<file path="src/rtl/ram_pkg.sv">
// Shared definitions for the burst front-end and the single-port RAM it drives.
package ram_pkg;

  localparam int RAM_ADDR_W = 10;
  localparam int RAM_DATA_W = 8;
  localparam int RAM_LEN_W  = 8;

  typedef logic [1:0] state_t;

  localparam logic [1:0] ST_IDLE  = 2'd0;
  localparam logic [1:0] ST_WRITE = 2'd1;
  localparam logic [1:0] ST_READ  = 2'd2;
  localparam logic [1:0] ST_DRAIN = 2'd3;

endpackage

</file>
<file path="src/rtl/ram_burst_ctrl_if.sv">
// Command, write-data and read-data streams between a burst client and ram_burst_ctrl.
// Every stream transfers exactly on a clock edge where valid && ready are both high;
// a source holds valid and its payload stable until that edge, and ready may depend on state only.
interface ram_burst_ctrl_if #(
  parameter int ADDR_W = ram_pkg::RAM_ADDR_W,
  parameter int DATA_W = ram_pkg::RAM_DATA_W,
  parameter int LEN_W  = ram_pkg::RAM_LEN_W
) ();

  logic              cmd_valid;
  logic              cmd_ready;
  logic              cmd_write;
  logic [ADDR_W-1:0] cmd_addr;
  logic [LEN_W-1:0]  cmd_len;

  logic              wdata_valid;
  logic              wdata_ready;
  logic [DATA_W-1:0] wdata;

  logic              rdata_valid;
  logic              rdata_ready;
  logic [DATA_W-1:0] rdata;
  logic              rdata_last;

  modport master (
    output cmd_valid, cmd_write, cmd_addr, cmd_len, wdata_valid, wdata, rdata_ready,
    input  cmd_ready, wdata_ready, rdata_valid, rdata, rdata_last
  );

  modport slave (
    input  cmd_valid, cmd_write, cmd_addr, cmd_len, wdata_valid, wdata, rdata_ready,
    output cmd_ready, wdata_ready, rdata_valid, rdata, rdata_last
  );

endinterface

</file>
<file path="src/rtl/ram_rd_skid.sv">
// Two-entry FIFO holding {last, data} read beats; the head entry sits in e0.
module ram_rd_skid #(
  parameter int W = 9
) (
  input  logic         clk,
  input  logic         rst,
  input  logic         push,
  input  logic [W-1:0] push_data,
  input  logic         pop,
  output logic [W-1:0] head,
  output logic [1:0]   count
);

  logic [W-1:0] e0;
  logic [W-1:0] e1;
  logic [1:0]   cnt;

  assign head  = e0;
  assign count = cnt;

  always_ff @(posedge clk) begin
    if (rst) begin
      e0  <= '0;
      e1  <= '0;
      cnt <= 2'd0;
    end else begin
      case ({push, pop})
        2'b10: begin
          if (cnt == 2'd0) e0 <= push_data;
          else             e1 <= push_data;
          cnt <= cnt + 2'd1;
        end
        2'b01: begin
          e0  <= e1;
          cnt <= cnt - 2'd1;
        end
        // Simultaneous push/pop keeps the count; the new beat lands behind the survivor.
        2'b11: begin
          if (cnt == 2'd1) begin
            e0 <= push_data;
          end else begin
            e0 <= e1;
            e1 <= push_data;
          end
        end
        default: ;
      endcase
    end
  end

endmodule

</file>
<file path="src/rtl/ram_burst_ctrl.sv">
// Burst front-end for the single-port RAM: streams write bursts in, and streams read
// bursts out through a 2-entry skid buffer that absorbs RAM latency and backpressure.
module ram_burst_ctrl
  import ram_pkg::*;
#(
  parameter int ADDR_W = RAM_ADDR_W,
  parameter int DATA_W = RAM_DATA_W,
  parameter int LEN_W  = RAM_LEN_W
) (
  input  logic              clk,
  input  logic              rst,
  ram_burst_ctrl_if.slave   bus,
  output logic              busy,
  output logic [1:0]        state_dbg,
  output logic              ram_rd,
  output logic              ram_wr,
  output logic [ADDR_W-1:0] ram_addr,
  output logic [DATA_W-1:0] ram_din,
  input  logic [DATA_W-1:0] ram_dout
);

  localparam logic [LEN_W:0]    BEAT_ONE = 1;
  localparam logic [ADDR_W-1:0] ADDR_ONE = 1;

  state_t            state;
  logic [ADDR_W-1:0] cur_addr;
  logic [LEN_W-1:0]  len_q;
  logic [LEN_W:0]    beat_cnt;
  logic [LEN_W:0]    issued;
  logic [LEN_W:0]    len_total;
  logic              inflight;
  logic              inflight_last;
  logic [1:0]        fifo_count;
  logic [DATA_W:0]   fifo_head;
  logic              pop;
  logic              last_beat;
  logic              last_issue;
  logic [2:0]        occ;

  assign len_total  = {1'b0, len_q} + BEAT_ONE;
  assign last_beat  = (beat_cnt + BEAT_ONE) == len_total;
  assign last_issue = (issued + BEAT_ONE) == len_total;

  assign bus.rdata_valid       = fifo_count != 2'd0;
  assign {bus.rdata_last, bus.rdata} = fifo_head;
  assign pop = bus.rdata_valid && bus.rdata_ready;

  // Occupancy the buffer will have after this edge if no new read is issued.
  assign occ = {1'b0, fifo_count} + {2'b00, inflight} - {2'b00, pop};

  assign bus.cmd_ready   = state == ST_IDLE;
  assign bus.wdata_ready = state == ST_WRITE;
  assign ram_wr    = (state == ST_WRITE) && bus.wdata_valid;
  assign ram_rd    = (state == ST_READ) && (issued < len_total) && (occ < 3'd2);
  assign ram_addr  = cur_addr;
  assign ram_din   = (state == ST_WRITE) ? bus.wdata : '0;
  assign busy      = state != ST_IDLE;
  assign state_dbg = state;

  always_ff @(posedge clk) begin
    if (rst) begin
      state         <= ST_IDLE;
      cur_addr      <= '0;
      len_q         <= '0;
      beat_cnt      <= '0;
      issued        <= '0;
      inflight      <= 1'b0;
      inflight_last <= 1'b0;
    end else begin
      inflight      <= ram_rd;
      inflight_last <= ram_rd && last_issue;
      case (state)
        ST_IDLE: begin
          if (bus.cmd_valid) begin
            cur_addr <= bus.cmd_addr;
            len_q    <= bus.cmd_len;
            beat_cnt <= '0;
            issued   <= '0;
            state    <= bus.cmd_write ? ST_WRITE : ST_READ;
          end
        end
        ST_WRITE: begin
          if (ram_wr) begin
            cur_addr <= cur_addr + ADDR_ONE;
            beat_cnt <= beat_cnt + BEAT_ONE;
            if (last_beat) state <= ST_IDLE;
          end
        end
        ST_READ: begin
          if (ram_rd) begin
            cur_addr <= cur_addr + ADDR_ONE;
            issued   <= issued + BEAT_ONE;
            if (last_issue) state <= ST_DRAIN;
          end
        end
        ST_DRAIN: begin
          if ((fifo_count == 2'd0) && !inflight) state <= ST_IDLE;
        end
        default: state <= ST_IDLE;
      endcase
    end
  end

  ram_rd_skid #(.W(DATA_W + 1)) u_skid (
    .clk       (clk),
    .rst       (rst),
    .push      (inflight),
    .push_data ({inflight_last, ram_dout}),
    .pop       (pop),
    .head      (fifo_head),
    .count     (fifo_count)
  );

endmodule
</file>
<file path="src/flat_wrapper.sv">
// flat-port wrapper written by rule: the top's interface ports become plain ports
module ram_burst_ctrl_flat import ram_pkg::*;
#(
  parameter int ADDR_W = RAM_ADDR_W,
  parameter int DATA_W = RAM_DATA_W,
  parameter int LEN_W  = RAM_LEN_W
)
  (clk, rst, busy, state_dbg, ram_rd, ram_wr, ram_addr, ram_din, ram_dout, bus_cmd_valid, bus_cmd_write, bus_cmd_addr, bus_cmd_len, bus_wdata_valid, bus_wdata, bus_rdata_ready, bus_cmd_ready, bus_wdata_ready, bus_rdata_valid, bus_rdata, bus_rdata_last);
  ram_burst_ctrl_if #(.ADDR_W(ADDR_W), .DATA_W(DATA_W), .LEN_W(LEN_W)) bus_i ();
  input  logic clk;
  input  logic rst;
  output logic busy;
  output logic [1:0] state_dbg;
  output logic ram_rd;
  output logic ram_wr;
  output logic [ADDR_W-1:0] ram_addr;
  output logic [DATA_W-1:0] ram_din;
  input  logic [DATA_W-1:0] ram_dout;
  input wire logic [$bits(bus_i.cmd_valid)-1:0] bus_cmd_valid;
  input wire logic [$bits(bus_i.cmd_write)-1:0] bus_cmd_write;
  input wire logic [$bits(bus_i.cmd_addr)-1:0] bus_cmd_addr;
  input wire logic [$bits(bus_i.cmd_len)-1:0] bus_cmd_len;
  input wire logic [$bits(bus_i.wdata_valid)-1:0] bus_wdata_valid;
  input wire logic [$bits(bus_i.wdata)-1:0] bus_wdata;
  input wire logic [$bits(bus_i.rdata_ready)-1:0] bus_rdata_ready;
  output wire logic [$bits(bus_i.cmd_ready)-1:0] bus_cmd_ready;
  output wire logic [$bits(bus_i.wdata_ready)-1:0] bus_wdata_ready;
  output wire logic [$bits(bus_i.rdata_valid)-1:0] bus_rdata_valid;
  output wire logic [$bits(bus_i.rdata)-1:0] bus_rdata;
  output wire logic [$bits(bus_i.rdata_last)-1:0] bus_rdata_last;
  assign bus_i.cmd_valid = bus_cmd_valid;
  assign bus_i.cmd_write = bus_cmd_write;
  assign bus_i.cmd_addr = bus_cmd_addr;
  assign bus_i.cmd_len = bus_cmd_len;
  assign bus_i.wdata_valid = bus_wdata_valid;
  assign bus_i.wdata = bus_wdata;
  assign bus_i.rdata_ready = bus_rdata_ready;
  assign bus_cmd_ready = bus_i.cmd_ready;
  assign bus_wdata_ready = bus_i.wdata_ready;
  assign bus_rdata_valid = bus_i.rdata_valid;
  assign bus_rdata = bus_i.rdata;
  assign bus_rdata_last = bus_i.rdata_last;
  ram_burst_ctrl #(.ADDR_W(ADDR_W), .DATA_W(DATA_W), .LEN_W(LEN_W)) u_core (.clk(clk), .rst(rst), .bus(bus_i), .busy(busy), .state_dbg(state_dbg), .ram_rd(ram_rd), .ram_wr(ram_wr), .ram_addr(ram_addr), .ram_din(ram_din), .ram_dout(ram_dout));
endmodule
</file>
<file path="config.mk">
export PLATFORM = sky130hd
export DESIGN_NAME = ram_burst_ctrl_flat
export DESIGN_NICKNAME = d
export VERILOG_FILES = /design/src/rtl/ram_pkg.sv /design/src/rtl/ram_burst_ctrl_if.sv /design/src/rtl/ram_rd_skid.sv /design/src/rtl/ram_burst_ctrl.sv /design/src/flat_wrapper.sv
export SDC_FILE = /design/constraint.sdc
export NUM_CORES = 1
export LEC_CHECK = 0
export ABC_AREA = 1
export CAP_MARGIN = 0
export CORE_ASPECT_RATIO = 1.75
export CORE_UTILIZATION = 25
export CTS_CLUSTER_DIAMETER = 120
export DETAILED_ROUTE_END_ITERATION = 8
export GPL_TIMING_DRIVEN = 0
export PLACE_DENSITY = 0.48
export SLEW_MARGIN = 10
export SYNTH_ARGS = -nofsm -noshare
export SYNTH_HDL_FRONTEND = slang
export SYNTH_SLANG_ARGS = --single-unit
</file>
<file path="constraint.sdc">
create_clock -name clk -period 2.5 [get_ports clk]
set_input_delay 0.25 -clock clk [delete_from_list [all_inputs] [get_ports clk]]
set_output_delay 0.25 -clock clk [all_outputs]
set_load 0.03 [all_outputs]
</file>
==> summary.md <==
| Metric | Value |
|---|---|
| Area grow syn2layout | 43.6% |
| Setup TNS | -1290 ps |
| Top cell type's share of synthesized area | 30.7% |
| FF+latch count, synth | 60 |
| Bufs on Longest Clock Path | 2 |
| Setup violations, final | 20 |
| Post-layout util | 36.7% |
| Critical path class | register to output pin |
| Maximum VDD drop | 0.000666 V |
| GP Congestion | 0.826 |
| Cell taking the most area after synthesis | dfxtp_1 |
| Clk_skew | 7.27 ps |
| Failing checks | setup timing |
| Remaining DRCs | 0 |
| Outcome | complete, but fails checks |
| Worst slew margin | 52.1% |
| TritonRoute pass-1 iters | 4 |
| Global-route wire length before repair | 21100 um |
| Final net count | 792 |
| Count leader, synth | nand2_1 |
| CP Capture Type | output pin |
| FP Rows | 60 |
| Dominant synthesized flop cell | dfxtp_1 |
| Clk slew on worst S/H paths | 60 ps |
| IO Pins | 75 |
| CP Data Arrival Time | 2370 ps |
| Syn_nets | 690 |
| Min-delay worst type | register to register |
| H-tree depth | 3 |
| Leakage | 2.59 nW |
| Starting DRT DRC Count | 114 |
| Pin count of the biggest net entering global routing | 13 |
| Critical path data required time | 2250 ps |
| Worst-margin pin slew | 719 ps |
| Port Buffers | 74 |
| Worst setup margin | -123 ps |
| RSZ-0062 raised after global routing | yes |
| Sink Count | 60 |
| Chip Height | 168 um |
| Mapped Cells | 626 |
| DP Worst Slack | -649 ps |
| CP max FO | 4 |
| Crit-path cells | ha_4 > nand3_4 > nor2_4 > nand3_4 > ha_4 > nand2_4 > nor2_4 > nand3b_1 > nand4_1 > nor2_4 > buf_6 |
| Placed cells | 886 |
| Tcrit/Tclk final | 105% |
| Avg Vias per Cell | 4.72 |
| Initial antenna violation count | 0 |
| Yosys warnings | 0 |
| Post-Syn Area | 3920 um2 |
| Congestion Overflow GR | 0 |
| Synth unique cells | 30 |
| CTS tree | done |
| Hpwl dp | 9950 um |
| Sequential share of the synthesized area | 30.7% |
| Latest clock arrival within the worst-skew pair | 330 ps |
| TritonCTS buffer count | 9 |
| WL/cell | 14.2 um |
| Core area | 15300 um2 |
| Min Tclk post-route | 2620 ps |
| Initial cell density of the core | 25.6% |
| Vias in the first global route | 4445 |
| Routed WL | 13000 um |
| Power density over cell area | 1220 nW/um2 |
| Final Max Slew Viols | 0 |
| Post-DRT Antenna Nets | 0 |
| Hold buffer count at cts | 0 |
| Share of cells above drive strength 1 | 13.2% |
| Die Area | 16200 um2 |
| Fmax | 0.381 GHz |
| Slowest CP cell | dfxtp_4 |
| Most frequent CP cell | nor2_4 |
| Asr flop ratio synth | 0% |
| Via count | 4340 |
| Die Width | 96.6 um |
| Number of synthesized flops with an enable pin | 0 |
| Max incr delay on CP | 400 ps |
| Antenna diodes | 0 |
| Final Power | 0.00686 W |
| Global router's overall resource usage | 17.1% |
| Synth area leaders | dfxtp_1, nand2_1, inv_1 |
| Final Hold Viols | 0 |
| CTS root buf | clkbuf_16 |
| Top cells by count, synth | nand2_1, inv_1, dfxtp_1, nor2_1, a21oi_1 |
| Syn Area/Cell | 6.25 um2 |
| Finished Layout Cells | 919 |
| Maxcap violations | 0 |
| Worst setup SP type | register |
## placed cells by master (no fill, tap or decap), types with 14 or more instances in the layout
cell type	n
nor2_1	50
a21oi_1	46
ha_1	17
dfxtp_1	51
o21ai_0	45
nand2_1	166
nand3_1	25
inv_1	95
buf_4	14
clkdlybuf4s50_1	65
## layer usage
metal | up-vias | part of all wire (%) | global-route usage (%)
met1 | 1995 | 38 | 17.1
met2 | 94 | 55 | 31.9
met4 | 0 | 3.8 | 10.3
li1 | 2223 | - | -
met3 | 28 | 3.3 | 2.45
met5 | - | 0 | 0
## layout make-up
class                           instances  area, um2
Buffer                                 15       66.3
Clock buffer                            9        225
Clock inverter                          7       51.3
Fill cell                            1647       9690
Inverter                              105        415
Multi-Input combinational cell        448       2510
Sequential cell                        60       1220
Tap cell                              186        233
Timing Repair Buffer                   89        903
## sequential cells by signal, indices dropped and copies added, names as in the netlist
signal / flops
u_core.u_skid.count: 2
u_core.state_dbg: 2
u_core.u_skid.head: 9
u_core.len_q: 8
u_core.ram_addr: 10
u_core.inflight: 1
u_core.beat_cnt: 9
u_core.issued: 9
u_core.inflight_last: 1
u_core.u_skid.e1: 9
## report_power, final
part / switching, W / total [W] / internal (W)
Clock: 0.000502 / 0.00118 / 0.000675
Sequential: 0.000342 / 0.00163 / 0.00129
Combinational: 0.00242 / 0.00405 / 0.00164
Total: 0.00326 / 0.00686 / 0.00360
## final timing paths
path                       startpoint                  end  slack [ps]  cells after the start
setup / recovery      u_core.len_q[1]               ram_rd        -120                     11
setup reg to reg      u_core.len_q[1]     u_core.issued[1]        -110                     15
hold / removal    u_core.u_skid.e1[3]  u_core.u_skid.e1[3]         450                      2
hold reg to reg   u_core.u_skid.e1[3]  u_core.u_skid.e1[3]         450                      2
## cells by family (layout without fill, tap and decap cells)
kind of cell               count (synthesis)  after routing  share of synthesized area [%]
and+or+nand+nor                          286            287                           30.0
AOI/OAI and AO/OA                        127            128                           17.7
buffers and inverters                    120            225                           11.7
DFF                                       60             60                           30.7
adders and majority gates                 24             24                           7.86
xor gates and xnor gates                   9              9                           2.01
## timing repair
action | CTS | global route
pin swaps | 12 | 11
resized for setup | 38 | 22
gates cloned | 2 | 0
setup buffers | 14 | 1
setup endpoints to repair | 32 | 31
## critical path: cells and delay by family (launching register included)
family / cells / cell delay [ps]
AND/OR/NAND/NOR: 8 / 1030
buffers and inverters: 1 / 150
flip-flops: 1 / 400
adder cells (fa/ha/maj): 2 / 450
## metrics by stage
stage	cell area, um2	hold slack (ps)
final	5620	453
after global routing	5620	479
after CTS	5550	456
after detailed placement	5000	448
after global placement	5000	440
after floorplan	4030	410
(Power assumes the default switching activity.)
